**config.mk**
```make
export PLATFORM = sky130hd
export DESIGN_NAME = fft_bitrev_reader
export DESIGN_NICKNAME = d
export VERILOG_FILES = /design/src/rtl/fft_pkg.sv /design/src/rtl/fft_pp_bank.sv /design/src/rtl/fft_bitrev_reader.sv
export SDC_FILE = /design/constraint.sdc
export NUM_CORES = 1
export LEC_CHECK = 0
export ABC_AREA = 1
export ABC_CLOCK_PERIOD_IN_PS = 4400
export BUFFER_PORTS_ARGS = -buffer_cell sky130_fd_sc_hd__buf_4
export CAP_MARGIN = 20
export CORE_MARGIN = 3
export CORE_UTILIZATION = 45
export DETAILED_ROUTE_END_ITERATION = 12
export PLACE_DENSITY_LB_ADDON = 0.2
export SLEW_MARGIN = 25
export SYNTH_ARGS = -nofsm -noshare
export SYNTH_HDL_FRONTEND = slang
export SYNTH_SLANG_ARGS = --single-unit
```
**constraint.sdc**
```tcl
create_clock -name clk -period 4.4 [get_ports clk]
set_input_delay 0.44 -clock clk [delete_from_list [all_inputs] [get_ports clk]]
set_output_delay 0.44 -clock clk [all_outputs]
set_load 0.05 [all_outputs]
```
**src/rtl/fft_pkg.sv**
```systemverilog
// Shared FFT definitions: default sizes, derived widths and the bit-reverse
// address helper used by both the FFT core and its output reorder buffer.
package fft_pkg;

    localparam int N_DEFAULT        = 3;
    localparam int PTS_LOG2_DEFAULT = 3;
    localparam int DATA_W_DEFAULT   = 2 ** N_DEFAULT;
    localparam int PTS_DEFAULT      = 2 ** PTS_LOG2_DEFAULT;

    // Reverse the low 'bits' bits of 'a'; bits above 'bits' are ignored.
    function automatic int unsigned bitrev(input int unsigned a, input int unsigned bits);
        int unsigned r;
        r = 0;
        for (int unsigned i = 0; i < 32; i++) begin
            if (i < bits) begin
                r = (r << 1) | ((a >> i) & 32'd1);
            end
        end
        return r;
    endfunction

endpackage

```
**src/rtl/fft_pp_bank.sv**
```systemverilog
// One ping-pong bank: a register file with a single write port and an
// asynchronous read port, cleared by reset.
module fft_pp_bank #(
    parameter int DATA_W = 8,
    parameter int ADDR_W = 3
) (
    input  logic              clk,
    input  logic              rst_n,
    input  logic              we,
    input  logic [ADDR_W-1:0] waddr,
    input  logic [DATA_W-1:0] wdata,
    input  logic [ADDR_W-1:0] raddr,
    output logic [DATA_W-1:0] rdata
);

    logic [DATA_W-1:0] mem [2**ADDR_W];

    // NOTE: this storage is reset on purpose, so it must stay flops rather than
    // an inferred RAM macro; drop the reset loop if a RAM is ever wanted here.
    always_ff @(posedge clk or negedge rst_n) begin
        if (!rst_n) begin
            for (int i = 0; i < 2 ** ADDR_W; i++) begin
                mem[i] <= '0;
            end
        end else if (we) begin
            mem[waddr] <= wdata;
        end
    end

    assign rdata = mem[raddr];

endmodule

```
**src/rtl/fft_bitrev_reader.sv**
```systemverilog
// Ping-pong reorder buffer: frames arrive in FFT (bit-reversed) order and
// leave in natural frequency order, one sample per cycle when unblocked.
module fft_bitrev_reader
    import fft_pkg::*;
#(
    parameter int N        = N_DEFAULT,
    parameter int PTS_LOG2 = PTS_LOG2_DEFAULT
) (
    input  logic              clk,
    input  logic              rst_n,
    input  logic              in_valid,
    input  logic [2**N-1:0]   in_data,
    input  logic              in_last,
    output logic              in_ready,
    output logic              out_valid,
    output logic [2**N-1:0]   out_data,
    output logic              out_last,
    input  logic              out_ready,
    output logic              frame_err
);

    localparam int DW  = 2 ** N;
    localparam int PTS = 2 ** PTS_LOG2;

    typedef logic [PTS_LOG2-1:0] addr_t;
    localparam addr_t CNT_LAST = addr_t'(PTS - 1);

    logic [1:0]    full;
    logic          wr_bank;
    logic          rd_bank;
    addr_t         wr_cnt;
    addr_t         rd_cnt;
    addr_t         rd_addr;
    logic          wr_beat;
    logic          rd_beat;
    logic          wr_wrap;
    logic          rd_wrap;
    logic [DW-1:0] rdata [2];

    // Handshakes depend only on registered flags, so there is no path from
    // out_ready to in_ready.
    assign in_ready  = ~full[wr_bank];
    assign out_valid = full[rd_bank];
    assign wr_beat   = in_valid && in_ready;
    assign rd_beat   = out_valid && out_ready;
    assign wr_wrap   = wr_beat && (wr_cnt == CNT_LAST);
    assign rd_wrap   = rd_beat && (rd_cnt == CNT_LAST);
    assign out_last  = out_valid && (rd_cnt == CNT_LAST);
    assign rd_addr   = addr_t'(bitrev(32'(rd_cnt), PTS_LOG2));

    for (genvar b = 0; b < 2; b++) begin : g_bank
        fft_pp_bank #(
            .DATA_W (DW),
            .ADDR_W (PTS_LOG2)
        ) u_bank (
            .clk   (clk),
            .rst_n (rst_n),
            .we    (wr_beat && (wr_bank == 1'(b))),
            .waddr (wr_cnt),
            .wdata (in_data),
            .raddr (rd_addr),
            .rdata (rdata[b])
        );
    end

    // NOTE: every output of a combinational block gets a default first, so no
    // path can leave it unassigned and infer a latch.
    always_comb begin
        out_data = '0;
        if (out_valid) begin
            out_data = rdata[rd_bank];
        end
    end

    // NOTE: state uses non-blocking assignments so every flop samples the
    // pre-edge values regardless of statement order.
    always_ff @(posedge clk or negedge rst_n) begin
        if (!rst_n) begin
            full      <= '0;
            wr_bank   <= 1'b0;
            rd_bank   <= 1'b0;
            wr_cnt    <= '0;
            rd_cnt    <= '0;
            frame_err <= 1'b0;
        end else begin
            if (wr_beat) begin
                wr_cnt <= wr_cnt + addr_t'(1);
                if (in_last != (wr_cnt == CNT_LAST)) begin
                    frame_err <= 1'b1;
                end
            end
            if (wr_wrap) begin
                full[wr_bank] <= 1'b1;
                wr_bank       <= ~wr_bank;
            end
            if (rd_beat) begin
                rd_cnt <= rd_cnt + addr_t'(1);
            end
            // A write can only fill an empty bank and a read only drains a full
            // one, so these two never target the same flag.
            if (rd_wrap) begin
                full[rd_bank] <= 1'b0;
                rd_bank       <= ~rd_bank;
            end
        end
    end

endmodule

```
# Word level (Yosys, flattened, before mapping)
# Index checks and enable logic that the tools add are counted.
totals:
  register_bits: 139
  ramBits: 0
  wordCells: 81
  latchBits: 0
  inputBits: 13
  mem_count: 0
  output_inout_bits: 12
  romBits: 0
op_classes:
  div_mod_pow: 0
  shift: 0
  mul: 0
  bitwise: 11
  mux: 24
  order_cmp: 8
  add_sub_neg: 2
  eq_ne: 3
  n_reduce_logical: 11
ops:
  columns: ["operator", "n"]
  rows:
  - ["64-bit bitwise mux", 2]
  - ["8-bit 2-to-1 mux", 9]
  - ["8-bit binary-select mux with 3-bit select", 2]
  - ["8-bit demux with 3-bit select", 1]
  - ["1-bit logical AND", 10]
  - ["4-bit >= comparator, second input constant", 2]
  - ["3-bit NOT with 4-bit output", 2]
  - ["3-bit by 1-bit adder with 3-bit output, second input constant", 2]
  - ["3-bit equality test, second input constant", 2]
  - ["1-bit 2-to-1 mux", 6]
  - ["1-bit by 2-bit < comparator with 1-bit output, second input constant", 2]
  - ["4-bit by 1-bit < comparator with 1-bit output, second input constant", 1]
  - ["2-bit 2-to-1 mux", 2]
  - ["1-bit NOT", 3]
  - ["3-bit by 1-bit bitwise OR with 3-bit output", 1]
  - ["2-bit AND", 1]
  - ["1-bit demux with 1-bit select", 2]
  - ["1-bit >= comparator, second input constant", 2]
  - ["2-bit >= comparator, second input constant", 1]
  - ["1-bit NOT with 2-bit output", 1]
  - ["2-bit NOT", 1]
  - ["2-bit by 1-bit bitwise OR with 2-bit output", 1]
  - ["2-bit bitwise OR", 1]
  - ["2-bit AND reduction", 1]
  - ["1-bit != test", 1]

# Logic depth before layout (Yosys ltp)
# Gate-level depths: netlist of the first run.
logic_depth:
  ltp_word: 10
  mapped_depth: 10
  depth_no_buf: 9

# Hierarchy
# From an unflattened synthesis of the first run, not the netlist that was laid out.
unflattened:
  cells_unflattened: 981
  area_unflattened_um2: 7119.3
modules_own_cells:
  columns: ["module", "seq_area_each_um2", "cells_per_inst", "n_inst", "area_per_inst_um2"]
  rows:
  - ["fft_pp_bank", 1601.5, 439, 2, 3189.3]
  - ["fft_bitrev_reader", 275.3, 103, 1, 740.7]

# Worst setup path after synthesis of the first run
# Ideal clock, no wire load.
synth_timing:
  kind: "reg-to-output"
  from: "register rd_cnt[2]"
  to: "output port out_data[7]"
  stages_incl_launch_ff: 10
  setup_slack_ps: 1983
  required_time_ps: 3960
  arrival_ps: 1977
  cell_sequence: "dfrtp_1 > buf_2 > inv_1 > buf_2 > buf_1 > nand2_1 > nand3_1 > nand3_1 > nand3_1 > a21oi_1"
synth_via:
  elab_chain_cells: 9
  elab_cells_between_ends: 12
synth_lines:
  columns: ["element", "line", "rtl"]
  rows:
  - ["start: declaration", "fft_bitrev_reader.sv:32", "addr_t rd_cnt;"]
  - ["start signal: assignment", "fft_bitrev_reader.sv:97", "rd_cnt <= rd_cnt + addr_t'(1);"]
  - ["3-bit by 1-bit bitwise OR with 3-bit output *", "fft_pkg.sv:16", "r = (r << 1) | ((a >> i) & 32'd1);"]
  - ["3-bit NOT with 4-bit output (implied by the code) *", "fft_pp_bank.sv:30", "assign rdata = mem[raddr];"]
  - ["8-bit binary-select mux with 3-bit select", "fft_pp_bank.sv:30", null]
  - ["8-bit 2-to-1 mux (implied by the code) (2 in series)", "fft_pp_bank.sv:30", null]
  - ["8-bit 2-to-1 mux (implied by the code) * (3 in series)", "fft_bitrev_reader.sv:71", "out_data = rdata[rd_bank];"]
  - ["8-bit 2-to-1 mux *", "fft_bitrev_reader.sv:70", "if (out_valid) begin"]
  - ["end: declaration", "fft_bitrev_reader.sv:16", "output logic [2**N-1:0] out_data,"]
# Every way passes the cells marked *; elsewhere a longest branch is shown, timed or not. The select of a mux whose other input is x is not followed.

# Worst setup path in the final report of the first run
layout_timing:
  from: "register rd_cnt[1]"
  to: "output port out_data[7]"
layout_via:
  elab_chain_cells: 10
  elab_cells_between_ends: 13
layout_lines:
  columns: ["element", "line"]
  rows:
  - ["2-bit by 1-bit bitwise OR with 2-bit output *", "fft_pkg.sv:16"]
  - ["3-bit by 1-bit bitwise OR with 3-bit output *", "fft_pkg.sv:16"]
  - ["3-bit NOT with 4-bit output (implied by the code) *", "fft_pp_bank.sv:30"]
  - ["8-bit binary-select mux with 3-bit select", "fft_pp_bank.sv:30"]
  - ["8-bit 2-to-1 mux (implied by the code) (2 in series)", "fft_pp_bank.sv:30"]
  - ["8-bit 2-to-1 mux (implied by the code) * (3 in series)", "fft_bitrev_reader.sv:71"]
  - ["8-bit 2-to-1 mux *", "fft_bitrev_reader.sv:70"]
# Marked as above.

==> results of run 1 <==
-- cell type report --
cell class	count	area, um^2	share of cell area, %
timing repair buffer	31	236.5	3.081
sequential	139	3480	45.33
clock inverter	12	193.9	2.526
multi-input combinational	597	2681	34.93
clock buffer	20	456.7	5.949
inverter	106	397.9	5.183
tap	184	230.2	2.999
-- kinds of logic (layout without fill, tap and decap cells) --
logic type	after synthesis	after routing
xor gates and xnor gates	3	3
buffers and inverters	156	169
and+or+nand+nor	443	443
AOI/OAI and AO/OA	147	147
adders and majority gates	4	4
DFF	139	139
-- power breakdown --
part           switching (mW)  total, mW  leakage [nW]  internal [mW]
Combinational            1.66       2.39          1.64          0.734
Clock                   0.557       1.59         0.316           1.03
Sequential              0.299       2.06          1.74           1.76
-- layer usage --
metal / vias up / GRT usage (%)
li1: 2801 / -
met1: 2647 / 34.79
met2: 191 / 37.10
met3: 21 / 4.649
met4: 0 / 6.856
met5: - / 0
-- state kept, by name (all words and copies together), names as in the netlist --
register           cells
frame_err              1
wr_bank                1
full                   2
rd_cnt                 3
g_bank.u_bank.mem    128
rd_bank                1
wr_cnt                 3
-- stage by stage --
step	hold slack [ns]	power (mW)	setup WS (ns)	util, %
floorplan	0.1444	3.738	1.983	-
global placement	0.4545	4.423	1.718	47.98
detailed placement	0.4648	4.453	1.848	47.98
CTS	0.02611	6.054	1.379	52.42
global route	0.05780	6.458	1.250	52.42
finish	0.01112	6.040	1.375	52.42
-- final timing paths --
kind / endpoint / slack, ns / cells after the start
max in group asynchronous: rd_cnt[2]$_DFFE_PN0P_ / 3.38 / 2
min in group clk: g_bank[1].u_bank.mem[0]$_DFFE_PN0P_ / 0.26 / 3
worst max register to register: g_bank[0].u_bank.mem[44]$_DFFE_PN0P_ / 2.50 / 7
worst max-delay path: out_data[7] / 1.37 / 8
worst min register to register: frame_err$_DFFE_PN0P_ / 0.47 / 1
worst min-delay path: g_bank[1].u_bank.mem[21]$_DFFE_PN0P_ / 0.01 / 1
-- layout by cell type, fill, tap and decap left out, drive strengths merged, types with 3 or more instances in the layout --
master / instances
a21oi: 8
buf: 31
bufinv: 5
clkbuf: 20
clkinv: 7
dfrtp: 139
ha: 4
inv: 104
nand2: 312
nand3: 83
nor2: 40
nor3: 5
o21ai: 138
xor2: 3
-- worst max-delay path, stage by stage (launching register included) --
cell and delay, ns:
dfrtp_1 0.35, clkinv_1 0.54, buf_4 0.46, nor2_1 0.12
nand2_1 0.09, nand3_1 0.10, nand3_1 0.09, a21oi_1 0.17
buf_4 0.23
==> impl_metrics.yaml, run 1 <==
global_route:
  grt_pass1_wl_um: 30390
  grt_pass1_vias: 5383
  grt.total_usage_pct: 24.08
  gr-total-overflow: 0
  antenna_found_initial: 0
  grt_max_degree: 82
timing:
  slew_headroom_pct: 39.99
  fin_crit_sh_pct: 68.75
  hold_viol: 0
  max_slew.worst_pin.slew_ns: 0.9001
  fin_skew_ns: 0.008361
  period_needed_ns: 3.025
  grt_setup_unrepaired: "no"
  fmax_mhz: 330.6
  finalSetupTns_ns: 0
  slew_violations: 0
  setup_violations: 0
critical_path:
  r2r_start: "wr_bank$_DFFE_PN0N_"
  cp-start-kind: "flop"
  cp_data_arrival_time_ns: 2.59
  path_class: "flop to output pin"
  critPathMaxFanout: 20
  crit_start: "rd_cnt[1]$_DFFE_PN0P_"
  endpoint_kind: "output pin"
  crit_required_ns: 3.96
clocking:
  holdBufCountCts: 0
  clockBufferDepth: 2
  postCtsSetupBuffers: 0
  clkTransAtPathRegs_ns: 0.06
  cts_max_level: 4
  cts_buffers: 17
  cts_resized: 0
  cts.sinks: 139
  clk_latency_ns: 0.43
  cts_root_buffer: "clkbuf_16"
  cts_tree: "done"
detailed_routing:
  dr_total_vias: 5660
  topRoutingLayerUsed: "met4"
  drc: 0
  wl_met3_um: 1122
  dr.pass1.iters: 6
  wirelength_um: 18920
  wl_met2_um: 8807
  wl_per_cell_um: 17.37
  postRouteAntennaNets: 0
  wl_met1_um: 8680
  via_per_inst: 5.197
  drtIter0Drc: 625
logic_synthesis:
  yosysWarnings: 0
  avgSynthCellArea_um2: 7.626
  synthTopCellsByCount: "nand2_1, dfrtp_1, o21ai_0, inv_1, nand3_1"
  syn_area_um2: 6803
  synth_compound_area_share_pct: 10.87
  yosys.area_share.adder_pct: 0.7357
  synthCells: 892
  synthMuxAreaShare_pct: 0
  ys.flop_type: "dfrtp_1"
  synth.area.top_cells: "dfrtp_1, nand2_1, o21ai_0, nand3_1, inv_1"
  synth_seq_cells: 139
  synth_top_cell_area_share_pct: 51.13
  yosysTopAreaCell: "dfrtp_1"
  synth.distinct_cells: 24
  syn-num-nets: 909
  async_reset_ff_share_pct: 100.0
  synth_top_family_by_area: "simple AND/OR/NAND/NOR gates"
  synth-edff-count: 0
  yosysMostFrequentCell: "nand2_1"
  ys_seq_area_share_pct: 51.13
  yosys.area_share.simple_pct: 27.42
  synthXorXnorAreaFrac_pct: 0.3862
placed_design:
  postPlaceCellArea_um2: 7025
  routabilityCongestion: 0.8435
  hpwl_um: 12240
  dp_cells: 1057
  portBuffers: 24
die:
  core_area_um2: 14640
  io-pin-count: 25
  die_h_um: 129.0
  initial_core_util_pct: 46.45
  die_x_um: 129.0
  fp-row-count: 44
  die-area_um2: 16630
finish:
  drive_gt1_share_pct: 8.508
  syn_to_final_growth_pct: 12.84
  num-fill-cells: 1427
  final_nets: 909
  antenna_cells: 0
  fin_cells: 1089
  design_area_um2: 7676
run:
  drv_cap: 0
power_and_ir_drop:
  leakage_nw: 3.696
  ir_worst_vdd_mv: 0.4366
  power_density_nw_per_um2: 786.8
status:
  status: "finished clean"
min_path:
  holdCritPathClass: "primary input to asynchronous set/reset pin"
Power figures use the tool's default switching activity.
==> run 2, diff against run 1 <==
--- a/config.mk
+++ b/config.mk
@@ -6,7 +6,7 @@
 export NUM_CORES = 1
 export LEC_CHECK = 0
 export ABC_AREA = 1
-export ABC_CLOCK_PERIOD_IN_PS = 4400
+export ABC_CLOCK_PERIOD_IN_PS = 2500
 export BUFFER_PORTS_ARGS = -buffer_cell sky130_fd_sc_hd__buf_4
 export CAP_MARGIN = 20
 export CORE_MARGIN = 3
==> constraint.sdc (replaced) <==
create_clock -name clk -period 2.5 [get_ports clk]
set_input_delay 0.25 -clock clk [delete_from_list [all_inputs] [get_ports clk]]
set_output_delay 0.25 -clock clk [all_outputs]
set_load 0.05 [all_outputs]
==> run 2 against run 1 <==
  * Count of clock-buffer cells in the layout unchanged
  * Global-route usage down 0.30 points
  * Clock power up 62%
  * Design area up 0.65%
  * Largest cell class unchanged
  * Sequential power up 73%
  * Worst hold slack better by 0.071 ns
  * Cell count up 0.55%
  * Sequential share of layout area down 0.29 points
  * Clock skew about the same
==> impl_metrics.yaml, run 2 (synthesis results as in run 1) <==
finish:
  reg.largest.list: "g_bank.u_bank.mem (128), rd_cnt (3), wr_cnt (3)"
  antenna_cells: 0
  design_area_um2: 7726
  drive_gt1_share_pct: 8.891
  final_nets: 915
  top_register: "g_bank.u_bank.mem"
  largest_reg_flops: 128
  finish.utilization_pct: 52.76
  final_common_cell: "nand2_1"
  syn_to_final_growth_pct: 13.57
  layout_common_cells: "nand2_1, dfrtp_1, o21ai_0, inv_1, nand3_1"
timing:
  hold_viol: 0
  max_slew.worst_pin.slew_ns: 0.6352
  slew_violations: 0
  fin_skew_ns: 0.008453
  fin_crit_sh_pct: 93.29
  fmax_mhz: 428.8
  period_needed_ns: 2.332
  slew_headroom_pct: 57.55
  finalSetupTns_ns: 0
  setup_violations: 0
  setup_slack_ns: 0.1678
  grt_setup_unrepaired: "no"
clocking:
  cts_max_level: 4
  cts_resized: 0
  cts_tree: "done"
  clkTransAtPathRegs_ns: 0.06
  cts.sinks: 139
  clockBufferDepth: 2
  cts_buffers: 17
  postCtsSetupBuffers: 0
  clk_latency_ns: 0.43
  cts_root_buffer: "clkbuf_16"
power_and_ir_drop:
  ir_worst_vdd_mv: 0.6043
  leakage_nw: 3.720
  seqPwrFrac_pct: 34.0
  p_clk_share_pct: 24.5
  power.switching_mw: 4.366
  p_int_mw: 6.097
  p_comb_share_pct: 41.5
  swShare_pct: 41.72
  power_density_nw_per_um2: 1354
  p_total_mw: 10.46
critical_path:
  cp_data_arrival_time_ns: 2.08
  critPathMaxFanout: 37
  cp-start-kind: "flop"
  crit_required_ns: 2.25
  reg2reg_slack_ns: 0.58
  crit_start: "rd_cnt[2]$_DFFE_PN0P_"
  r2r_start: "wr_bank$_DFFE_PN0N_"
  endpoint_kind: "output pin"
  path_class: "flop to output pin"
die:
  die-area_um2: 16630
  die_h_um: 129.0
  initial_core_util_pct: 46.45
  die_x_um: 129.0
  io-pin-count: 25
  fp-row-count: 44
  core_area_um2: 14640
placed_design:
  pre_cts_ws_ns: 0.5953
  portBuffers: 24
  hpwl_um: 12120
  postPlaceCellArea_um2: 7113
  routabilityCongestion: 0.8203
detailed_routing:
  wl_per_cell_um: 16.70
  dr.pass1.iters: 5
  dr_total_vias: 5611
  wirelength_um: 18280
  drtIter0Drc: 517
  via_per_inst: 5.124
  drc: 0
  postRouteAntennaNets: 0
min_path:
  holdCritPathClass: "primary input to flop"
  holdCritStartpoint: "in_data[2]"
global_route:
  grt_pass1_wl_um: 30100
  grt_max_degree: 63
  grt_pass1_vias: 5422
  gr-total-overflow: 0
  antenna_found_initial: 0
  grt.total_usage_pct: 23.78
run:
  drv_cap: 0
status:
  status: "finished clean"
-- run 2: final timing paths --
check / end / cells past startpoint
worst min-delay path: g_bank[1].u_bank.mem[34]$_DFFE_PN0P_ / 3
max in group asynchronous: g_bank[0].u_bank.mem[27]$_DFFE_PN0P_ / 3
worst max-delay path: out_data[3] / 8
worst min register to register: frame_err$_DFFE_PN0P_ / 1
min in group asynchronous: g_bank[0].u_bank.mem[6]$_DFFE_PN0P_ / 2
worst max register to register: g_bank[0].u_bank.mem[10]$_DFFE_PN0P_ / 7
-- run 2: worst max-delay path, cell delays in order, from the launching register on --
cell and delay (ns):
dfrtp_2 0.39, buf_4 0.36, nand2_1 0.09, nand2_1 0.08
nand2_1 0.04, nand3_1 0.10, nand3_1 0.08, a21oi_1 0.26
buf_4 0.25
-- run 2: cell type report --
type                       instances  area [um^2]
tap                              184        230.2
clock buffer                      20        456.7
timing repair buffer              37        334.1
clock inverter                    12        146.4
fill                            1387         6918
sequential                       139         3480
inverter                         106        397.9
multi-input combinational        597         2681
-- run 2: per-stage QoR --
step | std cells | hold WS (ns)
2_1_floorplan | 892 | -0.04559
3_3_place_gp | 1062 | 0.2871
3_5_place_dp | 1062 | 0.2793
4_1_cts | 1095 | 0.06741
5_1_grt | 1095 | 0.08241
6_report | 1095 | 0.08262
-- run 2: power by group through the flow --
stage                     logic (mW)  clock network, mW  registers (mW)
final                           4.34               2.57            3.56
after global routing            4.90               2.69            3.67
after CTS                       4.36               2.60            3.56
after detailed placement        4.35                  0            3.58
after global placement          4.29                  0            3.57
after floorplan                 3.11                  0            3.47
-- run 2: timing repair --
| item | 4_1_cts | 5_1_grt |
|---|---|---|
| hold buffers | 1 | 0 |
| endpoints found under the setup margin | 0 | 0 |
| endpoints found under the hold margin | 59 | 0 |
-- run 2: routing by layer --
layer	vias up	wire [um]	track usage [%]
met2	125	8353	36.46
met3	29	769	4.608
met5	-	0	0
met4	0	444	8.277
met1	2653	8715	33.90
li1	2804	-	-
==> run 3, diff against run 2 <==
--- a/config.mk
+++ b/config.mk
@@ -9,8 +9,10 @@
 export ABC_CLOCK_PERIOD_IN_PS = 2500
 export BUFFER_PORTS_ARGS = -buffer_cell sky130_fd_sc_hd__buf_4
 export CAP_MARGIN = 20
+export CELL_PAD_IN_SITES_DETAIL_PLACEMENT = 0
+export CELL_PAD_IN_SITES_GLOBAL_PLACEMENT = 1
 export CORE_MARGIN = 3
-export CORE_UTILIZATION = 45
+export CORE_UTILIZATION = 42
 export DETAILED_ROUTE_END_ITERATION = 12
 export PLACE_DENSITY_LB_ADDON = 0.2
 export SLEW_MARGIN = 25
==> run 3 against run 2 <==
  * Die area grew 6.8%
  * Design area grew 0.91%
  * Worst hold slack gained 0.022 ns
  * Register-to-register slack lost 0.02 ns
  * Wire length grew 6.5%
  * Highest routed layer unchanged
  * Total power grew 3.4%
  * Clock power grew 11%
  * Setup slack lost 0.020 ns
  * Flip-flop and latch count is the same
  * Utilization shrank 2.6 points
==> impl_metrics.yaml, run 3 (synthesis results as in run 1) <==
clocking:
  cts_root_buffer: "clkbuf_16"
  postCtsSetupBuffers: 0
  cts_tree: "done"
  clockBufferDepth: 2
  cts.sinks: 139
  cts_max_level: 4
  cts_buffers: 17
  clk_latency_ns: 0.42
  clkTransAtPathRegs_ns: 0.06
timing:
  finalSetupTns_ns: 0
  slew_headroom_pct: 58.58
  slew_violations: 0
  grt_setup_unrepaired: "no"
  period_needed_ns: 2.352
  fmax_mhz: 425.1
  fin_skew_ns: 0.008397
  setup_slack_ns: 0.1478
  max_slew.worst_pin.slew_ns: 0.6207
  setup_violations: 0
  hold_viol: 0
  fin_crit_sh_pct: 94.09
placed_design:
  hpwl_um: 12650
  routabilityCongestion: 0.8388
  portBuffers: 24
  pre_cts_ws_ns: 0.5278
global_route:
  grt_pass1_vias: 5452
  grt_pass1_wl_um: 31050
  gr-total-overflow: 0
  antenna_found_initial: 0
  grt_max_degree: 57
  grt.total_usage_pct: 22.78
die:
  die-area_um2: 17760
  core_area_um2: 15540
  die_x_um: 133.3
  die_h_um: 133.3
  io-pin-count: 25
  fp-row-count: 45
  initial_core_util_pct: 43.78
finish:
  finish.utilization_pct: 50.17
  num-fill-cells: 1545
  final_nets: 914
  syn_to_final_growth_pct: 14.60
  top_register: "g_bank.u_bank.mem"
  reg.largest.list: "g_bank.u_bank.mem (128), rd_cnt (3), wr_cnt (3)"
  antenna_cells: 0
  layout_common_cells: "nand2_1, dfrtp_1, o21ai_0, inv_1, nand3_1"
  drive_gt1_share_pct: 8.681
  largest_reg_flops: 128
  final_common_cell: "nand2_1"
critical_path:
  path_class: "flop to output pin"
  crit_cells: 8
  cp_data_arrival_time_ns: 2.10
  cp_slowest_cell: "dfrtp_2"
  endpoint_kind: "output pin"
  crit_buf_inv: 2
  reg2regPathDepth: 7
  cp-start-kind: "flop"
  crit_family: "buffers and inverters"
  critPathMaxFanout: 38
  cp_cell_sequence: "buf_6 > nor2_1 > nor2_1 > nand2_1 > nand3_1 > nand3_1 > a21oi_1 > buf_4"
  critPathMaxStageDelay_ns: 0.39
  crit_required_ns: 2.25
detailed_routing:
  postRouteAntennaNets: 0
  drc: 0
  wl_per_cell_um: 17.38
  wirelength_um: 19480
  via_per_inst: 5.158
  drtIter0Drc: 573
  dr_total_vias: 5782
  dr.pass1.iters: 5
power_and_ir_drop:
  leakage_nw: 3.735
  power_density_nw_per_um2: 1388
  ir_worst_vdd_mv: 0.5124
min_path:
  whs_path_depth: 3
  holdCritPathClass: "primary input to flop"
run:
  drv_cap: 0
status:
  status: "finished clean"
[run 3: cell count changes in the layout (fill, tap and decap cells not counted), moves of 2 or more]
| cell | change |
|---|---|
| buf_12 | -3 |
| buf_6 | +3 |
| bufinv_16 | +3 |
| buf_4 | -2 |
| clkinv_2 | -2 |
[run 3: layout make-up]
type                    count  area, um^2  area share [%]
repair buffers             36       307.8           3.948
well taps                 211       264.0           3.386
flip-flops and latches    139        3480           44.63
clock buffers              20       446.7           5.729
clock inverters            12       219.0           2.809
inverters                 106       397.9           5.104
multi-input cells         597        2681           34.39
[run 3: worst paths after layout]
path	start	end	slack, ns
setup / recovery	rd_cnt[2]$_DFFE_PN0P_	out_data[0]	0.15
hold / removal	in_data[3]	g_bank[1].u_bank.mem[19]$_DFFE_PN0P_	0.10
setup reg to reg	wr_bank$_DFFE_PN0N_	g_bank[0].u_bank.mem[14]$_DFFE_PN0P_	0.56
hold reg to reg	frame_err$_DFFE_PN0P_	frame_err$_DFFE_PN0P_	0.47
max in group asynchronous	rst_n	g_bank[1].u_bank.mem[45]$_DFFE_PN0P_	1.32
min in group asynchronous	rst_n	g_bank[1].u_bank.mem[8]$_DFFE_PN0P_	0.37
[run 3: routing by layer]
layer	vias up	track usage [%]	wire length, um
met5	-	0	0
met2	154	34.09	8720
met1	2786	32.14	9078
met4	0	10.23	682
met3	40	4.494	998
li1	2802	-	-
[run 3: what timing repair did]
item | CTS | global route
endpoints found under the hold margin | 54 | 0
resized for setup | 0 | 5
setup endpoints to repair | 0 | 6
hold buffers | 1 | 0
[run 3: worst register-to-register path, delay by kind of cell, from the launching register on]
kind / cells / cell delay [ns]
AND/OR/NAND/NOR: 5 / 0.92
buffers and inverters: 1 / 0.17
flip-flops: 1 / 0.43
AO/OA/AOI/OAI: 1 / 0.34
[run 3: through the flow]
step,std cells,total power [mW],area [um^2],hold WS (ns)
floorplan,892,6.579,6803,-0.04559
global placement,1088,7.868,7102,0.2519
detailed placement,1088,7.941,7102,0.2635
CTS,1121,10.82,7777,0.09541
global route,1121,11.56,7796,0.1080
finish,1121,10.82,7796,0.1050
[run 3: where the power goes]
group	switching, mW	internal, mW	total [mW]	leakage (nW)
registers	0.469	3.09	3.56	1.74
logic	3.04	1.36	4.39	1.68
clock network	0.970	1.89	2.86	0.320
